<file path="config.mk">
export PLATFORM = sky130hd
export DESIGN_NAME = bin_to_bcd_serial
export DESIGN_NICKNAME = d
export VERILOG_FILES = /design/src/rtl/bin_to_bcd_serial.sv
export SDC_FILE = /design/constraint.sdc
export NUM_CORES = 1
export LEC_CHECK = 0
export ABC_AREA = 0
export CAP_MARGIN = 20
export CORE_UTILIZATION = 60
export DETAILED_ROUTE_END_ITERATION = 16
export PLACE_DENSITY_LB_ADDON = 0.12
export SLEW_MARGIN = 20
export SYNTH_ARGS = -nofsm -noshare
export SYNTH_HDL_FRONTEND = slang
export SYNTH_SLANG_ARGS = --single-unit
</file>
<file path="constraint.sdc">
create_clock -name clk -period 3.4 [get_ports clk]
set_input_delay 0.51 -clock clk [delete_from_list [all_inputs] [get_ports clk]]
set_output_delay 0.51 -clock clk [all_outputs]
set_load 0.01 [all_outputs]
</file>
<file path="src/rtl/bin_to_bcd_serial.sv">
// Serial 32-bit binary to nine-digit packed BCD converter (double dabble, one bit per clock).
// Valid/ready handshake on both sides; out_ovf flags operands of ten decimal digits.
module bin_to_bcd_serial (
    input  logic        clk,
    input  logic        rst,
    input  logic [31:0] in_bin,
    input  logic        in_valid,
    output logic        in_ready,
    output logic [35:0] out_bcd,
    output logic        out_ovf,
    output logic        out_valid,
    input  logic        out_ready
);

    typedef enum logic [1:0] {
        IDLE  = 2'd0,
        SHIFT = 2'd1,
        DONE  = 2'd2
    } state_t;

    state_t      r_state;
    logic [31:0] r_bin;
    logic [39:0] r_scratch;
    logic [5:0]  r_cnt;
    logic        r_in_ready;
    logic        r_out_valid;
    logic [35:0] r_out_bcd;
    logic        r_out_ovf;

    logic [39:0] w_adj;
    logic [39:0] w_next_scratch;

    // Add-3 correction on every digit >= 5, then shift in the next binary MSB.
    always_comb begin
        w_adj = '0;
        for (int unsigned i = 0; i < 10; i++) begin
            if (r_scratch[4*i +: 4] >= 4'd5)
                w_adj[4*i +: 4] = r_scratch[4*i +: 4] + 4'd3;
            else
                w_adj[4*i +: 4] = r_scratch[4*i +: 4];
        end
        w_next_scratch = {w_adj[38:0], r_bin[31]};
    end

    always_ff @(posedge clk) begin
        if (rst) begin
            r_state     <= IDLE;
            r_bin       <= '0;
            r_scratch   <= '0;
            r_cnt       <= '0;
            r_in_ready  <= 1'b1;
            r_out_valid <= 1'b0;
            r_out_bcd   <= '0;
            r_out_ovf   <= 1'b0;
        end else begin
            case (r_state)
                IDLE: begin
                    if (in_valid) begin
                        r_bin      <= in_bin;
                        r_scratch  <= '0;
                        r_cnt      <= 6'd32;
                        r_in_ready <= 1'b0;
                        r_state    <= SHIFT;
                    end
                end
                SHIFT: begin
                    r_scratch <= w_next_scratch;
                    r_bin     <= {r_bin[30:0], 1'b0};
                    r_cnt     <= r_cnt - 6'd1;
                    // Result outputs are captured with the final step so they are
                    // already valid in the first DONE cycle and held through IDLE.
                    if (r_cnt == 6'd1) begin
                        r_out_bcd   <= w_next_scratch[35:0];
                        r_out_ovf   <= (w_next_scratch[39:36] != 4'd0);
                        r_out_valid <= 1'b1;
                        r_state     <= DONE;
                    end
                end
                DONE: begin
                    if (out_ready) begin
                        r_out_valid <= 1'b0;
                        r_in_ready  <= 1'b1;
                        r_state     <= IDLE;
                    end
                end
                default: begin
                    r_state     <= IDLE;
                    r_in_ready  <= 1'b1;
                    r_out_valid <= 1'b0;
                end
            endcase
        end
    end

    assign in_ready  = r_in_ready;
    assign out_valid = r_out_valid;
    assign out_bcd   = r_out_bcd;
    assign out_ovf   = r_out_ovf;

endmodule

</file>
==> results of run 1 <==
[layout make-up]
type                       instances  area (µm²)  share of cell area
timing repair buffer              85         821               0.114
clock inverter                    12         178              0.0248
sequential                       119        2380               0.332
inverter                          23        86.3              0.0120
clock buffer                      20         425              0.0593
multi-input combinational        535        3120               0.435
tap                              129         161              0.0225
[critical path: stages, from the launching register on]
cell,delay (ns)
dfxtp_2,0.59
and2b_4,0.42
and3_1,0.24
nand2b_1,0.46
o22ai_1,0.36
[through the flow]
stage	power, mW	instances
2_1_floorplan	1.80	728
3_3_place_gp	1.90	891
3_5_place_dp	1.92	891
4_1_cts	3.74	923
5_1_grt	3.84	923
6_report	3.72	923
[Yosys cell counts (all sizes together) (11+ instances only)]
master  instances  area, µm²
nor3b          23        178
o22ai          18        113
dfxtp         119       2380
ha             22        275
a21oi          65        325
buf            22        139
nor2b          32        200
inv            23       86.3
nor2          127        479
nand2          14       52.6
nand3          11       55.1
clkbuf         29        109
o21ai          29        145
nor3           67        335
nand2b         32        200
o31ai          18        135
a211oi         13       97.6
[per-layer routing]
layer  routed length, µm  GRT usage
met2                6760      0.472
met3                 679     0.0589
met5                   0          0
met1                5850      0.340
met4                 235      0.120
[cell families after synthesis]
group / share of synthesized area
multiplexers: 0.0227
XOR/XNOR: 0.0150
adder cells (fa/ha/maj): 0.0472
AO/OA/AOI/OAI: 0.156
flip-flops: 0.409
AND/OR/NAND/NOR: 0.294
buffers and inverters: 0.0573
[registers in the layout (all words and copies together), names as in the netlist]
name       count
out_valid      1
r_scratch     40
in_ready       1
out_ovf        1
r_cnt          6
out_bcd       36
r_state        2
r_bin         32
[final timing paths]
kind | to | slack [ns] | cells after the start
setup / recovery | out_bcd[29]$_SDFFE_PP0P_ | 1.22 | 4
hold / removal | out_bcd[0]$_SDFFE_PP0P_ | 0.46 | 2
setup reg to reg | out_bcd[29]$_SDFFE_PP0P_ | 1.22 | 4
hold reg to reg | out_valid$_SDFFE_PP0P_ | 0.47 | 2
[cells in the final DEF (no fill, tap or decap), types with 2 or more instances in the layout]
cell,Yosys,routed
nor2b_1,32,32
or3_1,9,9
clkdlybuf4s50_1,0,73
a22oi_1,4,4
and2_1,9,9
dfxtp_1,119,118
mux2_2,10,10
a22o_1,2,2
nor3_1,67,67
a21oi_1,65,65
nand2_1,14,14
nor2_2,1,2
ha_1,22,22
clkbuf_1,29,3
clkinv_2,0,2
xnor2_1,10,10
bufinv_16,0,4
a311oi_1,2,2
buf_4,4,12
mux2i_1,2,2
clkinvlp_4,0,4
nand3b_1,9,9
inv_1,23,23
o22ai_1,18,18
nor2_1,126,125
o21ai_0,29,29
clkinv_4,0,2
nand3_1,11,11
clkbuf_16,0,16
nand2b_1,32,32
nor3b_1,22,22
a211oi_1,13,13
o31ai_1,18,18
[power by group]
group	internal, mW	switching (mW)
Sequential	1.46	0.0461
Clock	1.19	0.642
Combinational	0.175	0.215
==> run metrics, run 1 <==
outcome finished, final reports clean; Die Wd 101 µm; FF+latch count, synth 119; DPL Wire Length 8300 µm; most common flop cell mapped by yosys dfxtp_1; initial antenna violation count 0; routability cong. a little under 0.8; # setup viols final 0; clock tree sinks 119; warnings from Yosys 0; Setup crit start kind register; EDFF count, synth 0; clock buffer depth 2; vias in the first global route a little under 5,000; reg2reg start r_state[0]$_SDFFE_PP0P_; Post-Synthesis Cells 728; share of layout cells above drive strength 1 0.0730; RSZ-0062 raised after global routing no; Slew HR 0.428; Die Y-Extent 101 µm; final instance area 7170 µm²; crit path max fanout 25; Final Slew Violations 0; first-pass GRT wire length 22,500 µm; Core Box Area 9330 µm²; vias per inst 5.69; Hold Vio Cnt, Final 0; WS Path Type reg2reg; H-tree Lvls 4; # DRC 0; Crit path required time 3.82 ns; Setup TNS 0 ns; Least-Margin Pin Slew 0.858 ns; Synth-to-Final Area Change 23.0%; Seq/Total Area, Yosys 0.409; pre-CTS setup slack 1.07 ns; Worst-path clk slew 0.06 ns; Min Clock Period, post-route 2.18 ns; row count 35; Final Cycle Share 0.640; latest clock arrival within the worst-skew pair 0.52 ns; Hold Path Class in2reg; Setup crit start r_state[0]$_SDFFE_PP0P_; grt ovf 0; P_leak 2.60 nW; Ports 75; clock skew roughly 0.0085 ns; VDD IR max 0.344 mV; Max-Cap Viols 0; total number of vias 5,256; largest net degree at the start of global routing 53; DR iter-0 viols 290; pwr/cell area 519 nW/µm²; ANT nets after route 0; antenna cells 0; Post-Route WL 13,500 µm; Wirelength per Cell 14.7 µm; hold_sp rst; CTS tree yes; Final Util 0.769; crit path DAT 2.60 ns; post-placement cell area 6570 µm²; syn_nets around 800; Post-Syn Area 5830 µm²; die area 10,100 µm²; Mapped Avg Cell Area ~8.0 µm²; Final nets 839; Post-CTS Resized 0; Worst setup EP type register; total track usage 0.278; Unique masters post-synth 37; Initial Utilization 0.625; FFs w/ async S/R, synth 0; CTS buffer count 17; hold buffers post-CTS 0; Pre-antenna DRT Iters 4; final worst slack 1.22 ns; Max Freq ~460 MHz; post-CTS setup buffer count 0; Min Hold Slack 0.459 ns; Clk Tree Root Cell clkbuf_8; Port-buffer cells 74; Layout fillers 684
No activity file was read; power rests on OpenSTA's default activity.
==> run 2: changes to the inputs <==
CORE_UTILIZATION = 56   (was 60)
clock period = 2.1 ns   (was 3.4 ns; I/O delays follow)
==> run 2 against run 1 <==
Core utilization down 3.1 points. Sequential cell count unchanged. Combinational power grew 71%. Die area up 7.0%. Critical path depth is 2 higher. Largest cell class unchanged.
==> run metrics, run 2 (same netlist as run 1, synthesis figures left out) <==
Most Crowded Layer GR met2; Final Cycle Share 0.845; max FFs per register 40; Wirelength per Cell 14.6 µm; Port-buffer cells 74; hold buffers post-CTS 0; Layout fillers ~750; hold_sp rst; Largest Register r_scratch; Hold Vio Cnt, Final 0; pwr/cell area 882 nW/µm²; Die Wd 104 µm; Tot Pwr 6.48 mW; fin cells 931; Min Clock Period, post-route 1.77 ns; Final Util 0.738; initial antenna violation count 0; outcome finished, final reports clean; Hold Path Class in2reg; Final nets 843; Setup TNS 0 ns; Setup crit start r_scratch[8]$_SDFFE_PP0P_; clock tree sinks 119; Crit path required time roughly 2.5 ns; DR iter-0 viols 284; DPL Wire Length 8200 µm; Die Y-Extent around 100 µm; Post-CTS Resized 0; CTS tree yes; ANT nets after route 0; Core Box Area between 9000 and 10,000 µm²; Synth-to-Final Area Change 26.0%; post-placement cell area 6650 µm²; row count 36; routability cong. 0.832; CTS buffer count 17; Setup crit start kind register; Worst-path clk slew 0.06 ns; # setup viols final 0; Max Freq 564 MHz; reg2reg start r_scratch[8]$_SDFFE_PP0P_; Ports 75; WS Path Type reg2reg; GR Util met2 0.441; post-CTS setup buffer count 0; Clk Tree Root Cell clkbuf_8; Max-Cap Viols 0; clock buffer depth 2; Pre-antenna DRT Iters 5; die area 10,800 µm²; share of layout cells above drive strength 1 0.0802; vias in the first global route ~5,000; first-pass GRT wire length 23,300 µm; Final Slew Violations 0; largest net degree at the start of global routing 72; # DRC 0; GR Util met1 0.322; M3 GR Usage 0.0602; grt ovf 0; Placed Instances about 900; Slew HR 0.723; Initial Utilization 0.586; most frequent cells in the layout nor2_1 (125), dfxtp_1 (118), clkdlybuf4s50_1 (73), nor3_1 (67), a21oi_1 (65); VDD IR max 0.448 mV; RSZ-0062 raised after global routing no; total track usage 0.262; antenna cells 0; Worst setup EP type register; commonest non-fill, non-tap cell in the layout nor2_1; clock skew 0.00787 ns; P_leak between 2 and 3 nW; H-tree Lvls 4; Post-Route WL between 10,000 and 15,000 µm; Least-Margin Pin Slew 0.415 ns; final instance area 7340 µm²; latest clock arrival within the worst-skew pair 0.53 ns; vias per inst 5.68; crit path DAT 2.20 ns; total number of vias 5,292; crit path max fanout 5
[run 2: layout make-up]
cell class,instances,area (µm²),area share
Inverter,23,86.3,0.0118
Timing Repair Buffer,89,901,0.123
Clock inverter,12,245,0.0334
Clock buffer,20,445,0.0606
Multi-Input combinational cell,535,3120,0.424
Tap cell,133,166,0.0227
Sequential cell,119,2380,0.325
[run 2: final timing paths]
kind / end / slack [ns] / depth (start not counted)
worst max-delay path: r_scratch[10]$_SDFFE_PP0P_ / 0.33 / 6
worst min-delay path: out_bcd[0]$_SDFFE_PP0P_ / 0.14 / 2
worst max register to register: r_scratch[10]$_SDFFE_PP0P_ / 0.33 / 6
worst min register to register: out_valid$_SDFFE_PP0P_ / 0.48 / 2
[run 2: per-layer routing]
metal  wire length, µm  part of all wire  vias up
li1                  -                 -     2619
met1              5990              0.44     2509
met2              6740              0.50      138
met3               628             0.046       26
met4               206             0.015        0
met5                 0                 0        -
[run 2: power by group]
part	total [mW]	internal, mW	leakage [nW]	switching (mW)
combinational	0.666	0.304	1.39	0.362
sequential	2.42	2.36	0.969	0.0615
clock	3.39	2.35	0.335	1.04
[run 2: worst max-delay path: stages (launching register included)]
cell and delay (ns):
dfxtp_1 0.35, inv_1 0.11, ha_1 0.24, nand2b_1 0.09, a21oi_1 0.27, mux2_2 0.39
o31ai_1 0.23
[run 2: stage by stage]
| step | setup WS [ns] | hold slack, ns |
|---|---|---|
| 3_5_place_dp | 0.364 | 0.464 |
| 6_report | 0.326 | 0.143 |
| 5_1_grt | 0.198 | 0.144 |
| 2_1_floorplan | 0.601 | 0.437 |
| 3_3_place_gp | 0.396 | 0.448 |
| 4_1_cts | 0.318 | 0.127 |
==> run 3: changes to the inputs <==
CORE_UTILIZATION = 50   (was 56)
clock period = 1.47 ns   (was 2.1 ns; I/O delays follow)
==> run 3 against run 2 <==
The run now ends with setup timing left. Clock skew rose by 0.0020 ns. Core utilization rose by 3.5 points. Critical endpoint is now out_bcd[1]$_SDFFE_PP0P_. Routed wire length grew 28%. Global-route usage shrank 0.28 points. Final area increased by 20%. Setup slack lost 0.48 ns. Worst hold slack gained 0.035 ns. Critical path depth is 2 higher. Combinational power is 79% higher. Maximum frequency grew 9.3%. First-iteration DRC count increased by 27%. Non-clock buffer count rose by 67.
==> run metrics, run 3 (same netlist as run 1, synthesis figures left out) <==
most frequent cells in the layout nor2_1 (125), dfxtp_1 (95), buf_4 (60), nor3_1 (59), a21oi_1 (55); pwr/cell area about 1100 nW/µm²; commonest non-fill, non-tap cell in the layout nor2_1; Synth-to-Final Area Change 50.7%; Hold Path Class in2reg; share of layout cells above drive strength 1 0.308; ANT nets after route 0; Wirelength per Cell about 17 µm; Max-Cap Viols 0; Ports 75; clock buffer depth 2; Min Clock Period, post-route 1.62 ns; Final nets a little over 900; H-tree Lvls 4; largest net degree at the start of global routing 37; Port-buffer cells 74; Slew HR 0.719; Clk Tree Root Cell clkbuf_16; outcome finished, violations left; VDD IR max between 1 and 1.5 mV; # DRC 0; routability cong. 0.799; clock power share 0.506; Final Util 0.773; Worst-path clk slew 0.05 ns; Final Slew Violations 0; CTS tree yes; Hold Vio Cnt, Final 0; antenna cells 0; Setup TNS -3.55 ns; P_leak 3.50 nW; initial antenna violation count 0; Pre-antenna DRT Iters 5; Crit path required time 1.80 ns; Final Cycle Share 1.10; grt ovf 0; Combinational Power Share 0.126; Sequential Power Share 0.368; vias in the first global route 5,250; DR iter-0 viols 361; DPL Wire Length 9520 µm; Least-Margin Pin Slew between 0.4 and 0.5 ns; Cell Int Power 7.15 mW; clock skew 0.00984 ns; CTS buffer count 17; die area 12,100 µm²; WS Path Type reg2reg; crit path max fanout 9; Worst setup EP type register; Initial Utilization 0.513; sw frac 0.240; total track usage 0.259; Max Freq 616 MHz; fin cells approximately 1,000; Die Y-Extent 110 µm; Post-Route WL approximately 17,000 µm; vias per inst 5.66; latest clock arrival within the worst-skew pair about 0.42 ns; total number of vias 5,702; Placed Instances 961; crit path DAT 1.96 ns; Core Box Area 11,400 µm²; # setup viols final 45; RSZ-0062 raised after global routing yes; max FFs per register 40; Largest Register r_scratch; failing checks setup timing; first-pass GRT wire length about 24,000 µm; Setup crit start kind register; final worst slack -0.153 ns; Psw 2.25 mW; row count 39; Die Wd 110 µm; clock tree sinks around 120
==> run 3: path summary, 6_finish.rpt <==
check	from	endpoint	slack [ns]	depth (start not counted)
worst max-delay path	r_cnt[1]$_SDFFE_PP0P_	out_bcd[1]$_SDFFE_PP0P_	-0.15	8
worst min-delay path	rst	r_scratch[12]$_SDFFE_PP0P_	0.18	2
worst max register to register	r_cnt[1]$_SDFFE_PP0P_	out_bcd[1]$_SDFFE_PP0P_	-0.15	8
worst min register to register	out_valid$_SDFFE_PP0P_	out_valid$_SDFFE_PP0P_	0.47	2
==> run 3: repair_timing <==
| action | in CTS | in global routing |
|---|---|---|
| gates resized for setup | 116 | 113 |
| pin swaps | 17 | 27 |
| gates cloned | 1 | 4 |
| setup buffers | 6 | 7 |
| setup endpoints to repair | 91 | 68 |
| hold buffers | 0 | 0 |
==> run 3: routing by layer <==
| metal | up-vias | part of all wire | GRT usage |
|---|---|---|---|
| met1 | 2746 | 0.43 | 0.307 |
| met2 | 148 | 0.51 | 0.455 |
| met3 | 41 | 0.036 | 0.0676 |
| li1 | 2767 | - | - |
| met4 | 0 | 0.027 | 0.0848 |
| met5 | - | 0 | 0 |
==> run 3: worst max-delay path, stage by stage, from the launching register on <==
cell	delay, ns
dfxtp_2	0.32
inv_2	0.07
ha_4	0.13
nor3b_4	0.19
and3_4	0.24
buf_6	0.13
nand2b_4	0.10
buf_16	0.18
o22ai_1	0.18
==> run 3: metrics by stage <==
| stage | power [mW] | setup WS (ns) | area (µm²) | hold slack, ns |
|---|---|---|---|---|
| after floorplan | 4.16 | 0.00596 | 5870 | 0.369 |
| after global placement | 4.55 | -0.113 | 7140 | 0.452 |
| after detailed placement | 4.58 | -0.173 | 7140 | 0.469 |
| after CTS | 9.31 | -0.100 | 8120 | 0.164 |
| after global routing | 9.68 | -0.182 | 8790 | 0.188 |
| final | 9.40 | -0.153 | 8790 | 0.178 |
==> run 3: power by group through the flow <==
stage	Combinational, mW	Clock [mW]	Sequential (mW)
after global routing	1.29	4.92	3.47
after floorplan	0.640	0	3.52
after detailed placement	1.06	0	3.52
after CTS	1.09	4.76	3.46
after global placement	1.04	0	3.52
final	1.19	4.76	3.46
==> run 3: layout make-up <==
class                   count  area, µm²
multi-input cells         535       3880
fillers                   762       2580
flip-flops and latches    119       2420
repair buffers            156       1540
clock buffers              18        439
clock inverters            14        229
well taps                 143        179
inverters                  23        104
